`config.mk`:
```
export PLATFORM = sky130hd
export DESIGN_NAME = alarm_ctrl
export DESIGN_NICKNAME = d
export VERILOG_FILES = /design/src/rtl/alarm_ctrl.sv
export SDC_FILE = /design/constraint.sdc
export NUM_CORES = 1
export LEC_CHECK = 0
export CAP_MARGIN = 20
export CORE_MARGIN = 5
export CORE_UTILIZATION = 50
export DETAILED_ROUTE_END_ITERATION = 7
export PLACE_DENSITY = 0.88
export SETUP_SLACK_MARGIN = 0.5
export SLEW_MARGIN = 30
export SYNTH_ARGS = -nofsm -noshare
export SYNTH_HDL_FRONTEND = slang
export SYNTH_SLANG_ARGS = --single-unit
```
`constraint.sdc`:
```
create_clock -name clk1hz -period 2.5 [get_ports clk1hz]
set_input_delay 0.625 -clock clk1hz [delete_from_list [all_inputs] [get_ports clk1hz]]
set_output_delay 0.625 -clock clk1hz [all_outputs]
set_load 0.01 [all_outputs]
```
`src/rtl/alarm_ctrl.sv`:
```
// alarm_ctrl: BCD alarm time register with arm/ring/snooze/stop sequencing on the 1 Hz tick.
module alarm_ctrl #(
  parameter int          RING_SECS   = 60,
  parameter int          SNOOZE_SECS = 300,
  parameter int          MAX_SNOOZE  = 3,
  parameter logic [7:0]  DEF_HH      = 8'h06,
  parameter logic [7:0]  DEF_MM      = 8'h00
) (
  input  logic       clk1hz,
  input  logic       rst,
  input  logic [7:0] t_hh,
  input  logic [7:0] t_mm,
  input  logic [7:0] t_ss,
  input  logic       alarm_en,
  input  logic       set_hr,
  input  logic       set_min,
  input  logic       snooze,
  input  logic       stop,
  output logic [7:0] alarm_hh,
  output logic [7:0] alarm_mm,
  output logic       armed,
  output logic       ringing,
  output logic       snoozing,
  output logic       buzz,
  output logic [2:0] snooze_left
);
  // One-hot so every status output is a plain register bit.
  localparam logic [3:0] DISARMED = 4'b0001;
  localparam logic [3:0] ARMED    = 4'b0010;
  localparam logic [3:0] RINGING  = 4'b0100;
  localparam logic [3:0] SNOOZE   = 4'b1000;
  logic [3:0] state_q, state_d;
  logic [7:0] alarm_hh_q, alarm_hh_d, alarm_mm_q, alarm_mm_d, hh_inc, mm_inc;
  logic [7:0] ring_cnt_q, ring_cnt_d;
  logic [9:0] snz_cnt_q, snz_cnt_d;
  logic [2:0] left_q, left_d;
  logic       buzz_q, buzz_d, set_ok, match;
  always_comb begin
    hh_inc = alarm_hh_q == 8'h23 ? 8'h00 :
             alarm_hh_q[3:0] == 4'd9 ? {alarm_hh_q[7:4] + 4'd1, 4'd0} : alarm_hh_q + 8'd1;
    mm_inc = alarm_mm_q == 8'h59 ? 8'h00 :
             alarm_mm_q[3:0] == 4'd9 ? {alarm_mm_q[7:4] + 4'd1, 4'd0} : alarm_mm_q + 8'd1;
    set_ok = state_q[0] | state_q[1];
    match = t_hh == alarm_hh_q && t_mm == alarm_mm_q && t_ss == 8'h00;
    alarm_hh_d = set_ok && set_hr ? hh_inc : alarm_hh_q;
    alarm_mm_d = set_ok && set_min ? mm_inc : alarm_mm_q;
    state_d = state_q;
    ring_cnt_d = ring_cnt_q;
    snz_cnt_d = snz_cnt_q;
    left_d = left_q;
    buzz_d = 1'b0;
    if (!alarm_en)
      state_d = DISARMED;
    else if (state_q[0])
      state_d = ARMED;
    else if (state_q[1]) begin
      if (match) begin
        state_d = RINGING;
        ring_cnt_d = 8'(RING_SECS - 1);
        left_d = 3'(MAX_SNOOZE);
        buzz_d = 1'b1;
      end
    end else if (state_q[2]) begin
      if (stop)
        state_d = ARMED;
      else if (snooze && left_q != 3'd0) begin
        state_d = SNOOZE;
        snz_cnt_d = 10'(SNOOZE_SECS - 1);
        left_d = left_q - 3'd1;
      end else if (ring_cnt_q == 8'd0)
        state_d = ARMED;
      else begin
        ring_cnt_d = ring_cnt_q - 8'd1;
        buzz_d = ~buzz_q;
      end
    end else if (state_q[3]) begin
      if (stop)
        state_d = ARMED;
      else if (snz_cnt_q == 10'd0) begin
        state_d = RINGING;
        ring_cnt_d = 8'(RING_SECS - 1);
        buzz_d = 1'b1;
      end else
        snz_cnt_d = snz_cnt_q - 10'd1;
    end else
      state_d = DISARMED;
  end
  always_ff @(posedge clk1hz) begin
    if (rst) begin
      state_q <= DISARMED;
      alarm_hh_q <= DEF_HH;
      alarm_mm_q <= DEF_MM;
      ring_cnt_q <= 8'd0;
      snz_cnt_q <= 10'd0;
      left_q <= 3'(MAX_SNOOZE);
      buzz_q <= 1'b0;
    end else begin
      state_q <= state_d;
      alarm_hh_q <= alarm_hh_d;
      alarm_mm_q <= alarm_mm_d;
      ring_cnt_q <= ring_cnt_d;
      snz_cnt_q <= snz_cnt_d;
      left_q <= left_d;
      buzz_q <= buzz_d;
    end
  end
  assign alarm_hh = alarm_hh_q;
  assign alarm_mm = alarm_mm_q;
  assign armed = state_q[1];
  assign ringing = state_q[2];
  assign snoozing = state_q[3];
  assign buzz = buzz_q;
  assign snooze_left = left_q;
endmodule

```
Yosys cells after proc, flatten, opt, wreduce, memory -nomap -nowiden
Cells that the tools add are included.
{ "word_totals": {"ff_bits": 42, "in_bits": 31, "out_inout_bits": 23, "wordCells": 101} }
{ "op_classes": {"addsub": 7, "bitwise_logic": 5, "reduce_logical": 20, "n_mux": 43, "n_eq_ne": 17} }
{ "op_table": {"columns": ["operator", "n"], "rows": [
  ["2-to-1 mux 8 bit", 13],
  ["2-to-1 mux 10 bit", 6],
  ["2-to-1 mux 4 bit", 9],
  ["adder 8 x 1 -> 8 bit, second input constant", 2],
  ["== test 8 bit", 2],
  ["logical NOT 8 bit", 2],
  ["2-to-1 mux 3 bit", 5],
  ["!= test 3 bit, second input constant", 4],
  ["logical NOT 10 bit", 1],
  ["subtractor 10 x 1 -> 10 bit, second input constant", 1],
  ["2-to-1 mux 1 bit", 9],
  ["AND reduction 9 bit", 1],
  ["nonzero test 3 bit", 3],
  ["adder 4 x 1 -> 4 bit, second input constant", 2],
  ["== test 4 bit, second input constant", 2],
  ["== test 8 x 6 -> 1 bit, second input constant", 1],
  ["== test 8 x 7 -> 1 bit, second input constant", 1],
  ["AND reduction 8 bit", 1],
  ["subtractor 8 x 1 -> 8 bit, second input constant", 1],
  ["!= test 2 x 1 -> 1 bit, second input constant", 3],
  ["!= test 2 bit, second input constant", 3],
  ["AND reduction 6 bit", 1],
  ["nonzero test 2 bit", 3],
  ["logical AND 1 bit", 5],
  ["other kinds (8)", 11]
]} }

Logic depth before layout (Yosys ltp)
{ "depth": {"word_depth": 7, "ltp_mapped": 8, "ltp_nobuf": 7} }

Worst setup path after synthesis
No wires, ideal clock.
{ "synth_timing": {"path_kind": "input -> register", "start": "input port t_hh[2]", "end": "register state_q[1]", "required_ps": 2375, "arrival_ps": 1730, "stages": 5, "setup_time_ps": 125, "path_buffers": 0, "setup_slack_ps": 645, "cell_sequence": "xnor2_1 nand4_1 nor3_2 a21oi_2 o41a_1"} }
{ "synth_between": {"elab_chain_cells": 6} }
{ "synth_rtl": {"columns": ["item", "line", "text"], "rows": [
  ["from (decl)", "11", "input logic [7:0] t_hh,"],
  ["== test 8 bit", "44", "match = t_hh == alarm_hh_q && t_mm == alarm_mm_q && t_ss == 8'h00;"],
  ["logical AND 1 bit (2 in a row)", "44", null],
  ["2-to-1 mux 4 bit", "57", "if (match) begin"],
  ["2-to-1 mux 4 bit", "56", "else if (state_q[1]) begin"],
  ["2-to-1 mux 2 bit", "54", "else if (state_q[0])"],
  ["to (signal assigned)", "98", "state_q <= state_d;"],
  ["to (decl)", "32", "logic [3:0] state_q, state_d;"]
]} }
Every way passes these cells. The select of a mux whose other input is x is not followed.
A chain may end at the register's enable or synchronous reset.

Worst setup path in the final report
{ "layout_timing": {"start": "input port t_mm[5]", "end": "register ring_cnt_q[7]"} }
{ "layout_between": {"elab_chain_cells": 5} }
{ "layout_rtl": {"columns": ["item", "line", "text"], "rows": [
  ["from (decl)", "12", "input logic [7:0] t_mm,"],
  ["== test 8 bit", "44", null],
  ["logical AND 1 bit (2 in a row)", "44", null],
  ["!= test 2 x 1 -> 1 bit (no line)", null, null],
  ["AND reduction 9 bit (no line)", null, null],
  ["to (signal assigned)", "101", "ring_cnt_q <= ring_cnt_d;"],
  ["to (decl)", "34", "logic [7:0] ring_cnt_q, ring_cnt_d;"]
]} }
Every way passes these cells.

==> run metrics <==
Final min period 2.030 ns; Flop pwr share 0.511; Post-Layout Cell Count 463; Area growth syn-to-layout 36.08%; number of global-route vias before repair 2675; max_cap viols 0; Worst Tran Pin Value 0.5978 ns; Die W 83.27 um; synth warn 0; CTS max path bufs 2; CTS Sinks 42; CP bufs+invs 2; mapped cell area 2684 um^2; antenna violations before repair 1; gr ovfl total 0; hold slack 0.4688 ns; reg2reg start ring_cnt_q[1]$_SDFFE_PP0P_; slowest stage delay, CP 0.47 ns; EDFF count, synth 0; clk_lat worst skew 0.30 ns; Synth Instances 327; port bufs 53; RSZ-0062 raised after global routing true; WHS Endpoint snooze_left[0]$_SDFFE_PP1P_; hold-critical path depth 1; Reg2Reg Setup Slack 0.55 ns; Post-Place Cells 446; Inserted Clock Buffers 5; crit-path max FO 6; sequential share of the synthesized area 0.3133; Final setup viols 0; hold path start snooze_left[0]$_SDFFE_PP1P_; TritonCTS clock tree yes; Register-to-Register Path Depth 7; status completed; Final Cycle Share 0.8119; syn_nets 371; Tot GR Track Use 0.2033; Vias/cell 5.961; Final Skew 0.005727 ns; Worst Path Required 2.69 ns; most common cell after layout, fill and taps aside clkdlybuf4s50_1; drt wl/cell 16.86 um; Rows 26; die area 6933 um^2; die height 83.27 um; Switch Pwr 0.3747 mW; critical path capture point type register; PwrDens 382.4 nW/um^2; Slew Limit Fails 0; clock share of power 0.336; WL final 7.808 mm; post-place setup slack 0.1093 ns; DRC 0; CTS root buffer clkbuf_8; num ports 54; CP top delay family buffers and inverters; hold buffers post-CTS 0; critical path class in -> reg; dpl hpwl 5.061 mm; Slowest-stage cell, CP clkdlybuf4s50_1; largest net degree at the start of global routing 29; Power, Total 1.397 mW; async set or reset register ratio after synthesis 0; combinational power share 0.154; P_int 1.022 mW; Layout Nets 435; CP arrival 2.22 ns; Vias 2760; clk slew on worst S/H paths 0.08 ns; Sw Share 0.2683; most frequent cells in the layout clkdlybuf4s50_1 (32), nor2_1 (30), dfxtp_1 (26), a21oi_1 (20), dlymetal6s2s_1 (20); worst flop-to-flop path endpoint ring_cnt_q[7]$_SDFFE_PP0P_; Worst Hold Class reg -> reg; f_max 0.4927 GHz; Worst VDD drop 254.9 uV; H-tree depth 2; CORE AREA 5172 um^2; fill cell count 360; Setup TNS 0 ns; CP Cell Sequence clkdlybuf4s50_1 -> xnor2_1 -> nand4_1 -> buf_4 -> nor4_4 -> a21oi_4 -> o221a_2; Netlist cell types 61; Main synth FF type dfxtp_1; initial core utilization 0.5189; share of cells above drive strength 1 0.1684; antenna-violating nets left 0; Post-Syn Area per Cell 8.207 um^2; fin worst setup slack 0.4704 ns; DR iter-0 viols 269; max_slew headroom 0.5984; first-pass GRT wire length 12.05 mm; Initial DRT Pass Iterations 4; startpoint types input pin; gpl congestion 0.8537; Lkg Pwr 1.474 nW; Hold Vio Cnt, Final 0; Yosys reg bits 42
through the flow:
stage	util	area, um^2
2_1_floorplan	-	2684
3_3_place_gp	0.6393	3307
3_5_place_dp	0.6393	3307
4_1_cts	0.6686	3458
5_1_grt	0.7061	3652
6_report	0.7061	3652
power by group through the flow:
stage / logic [mW] / clock network (mW) / registers [mW]
4_1_cts: 0.204 / 0.476 / 0.714
3_5_place_dp: 0.200 / 0 / 0.728
6_report: 0.215 / 0.469 / 0.713
5_1_grt: 0.231 / 0.509 / 0.717
2_1_floorplan: 0.104 / 0 / 0.721
3_3_place_gp: 0.196 / 0 / 0.727
synthesized netlist by cell type (4+ instances only):
master    instances  area share
ha_1             13       0.061
inv_1            19       0.027
clkbuf_1          6      0.0084
a211oi_1          4       0.011
buf_2             5      0.0093
o21ai_0          16       0.030
a311oi_1          4       0.013
nand2b_1          8       0.019
nor4_1            5       0.012
and3_1            5       0.012
a31oi_1           6       0.014
a21oi_1          20       0.037
xnor2_1          19       0.062
nor3_1           18       0.034
nand4_1           7       0.016
nor2_1           31       0.043
nor2b_1           5       0.012
nand2_1          17       0.024
dfxtp_1          42        0.31
nand3_1          12       0.022
a311o_1           4       0.015
metal layers:
| layer | track usage | part of all wire | vias up |
|---|---|---|---|
| met4 | 0.08767 | 0.013 | 0 |
| met2 | 0.3280 | 0.49 | 109 |
| li1 | - | - | 1337 |
| met1 | 0.2580 | 0.43 | 1302 |
| met3 | 0.04752 | 0.071 | 12 |
| met5 | 0 | 0 | - |
worst max-delay path by stage:
stage | start | to | slack [ns] | depth (start not counted)
final | t_mm[5] | ring_cnt_q[7]$_SDFFE_PP0P_ | 0.47 | 7
after global routing | ring_cnt_q[0]$_SDFFE_PP0P_ | ring_cnt_q[1]$_SDFFE_PP0P_ | 0.42 | 7
after CTS | state_q[2]$_SDFFE_PP0N_ | ringing | 0.44 | 1
after global placement | t_hh[0] | ring_cnt_q[7]$_SDFFE_PP0P_ | 0.14 | 6
after detailed placement | t_hh[0] | ring_cnt_q[7]$_SDFFE_PP0P_ | 0.11 | 6
after floorplan | t_hh[2] | state_q[1]$_SDFF_PP0_ | 0.64 | 5
sequential cells by signal, summed over array words and instances, names as in the netlist:
register / cells
buzz: 1
snooze_left: 3
state_q: 4
alarm_mm: 8
ring_cnt_q: 8
snz_cnt_q: 10
alarm_hh: 8
area by class of cell:
cell class / count / area, um^2 / share of cell area
Multi-Input combinational cell: 255 / 1819 / 0.4981
Timing Repair Buffer: 68 / 708.2 / 0.1939
Clock inverter: 2 / 12.51 / 0.003426
Tap cell: 70 / 87.58 / 0.02398
Sequential cell: 42 / 868.3 / 0.2378
Clock buffer: 6 / 82.58 / 0.02261
Antenna cell: 1 / 2.502 / 0.0006852
Inverter: 19 / 71.32 / 0.01953
logic make-up after synthesis:
family | synth area share
simple gates | 0.2727
fa+ha+maj | 0.06061
xor+xnor | 0.07180
mux | 0.004196
compound gates | 0.2331
buf+inv | 0.04429
flops | 0.3133
what timing repair did:
item	4_1_cts	5_1_grt
setup buffers	0	8
pin swaps	2	24
setup endpoints to repair	21	22
gates cloned	0	0
gates resized for setup	21	35
No activity file was read; power rests on OpenSTA's default activity.
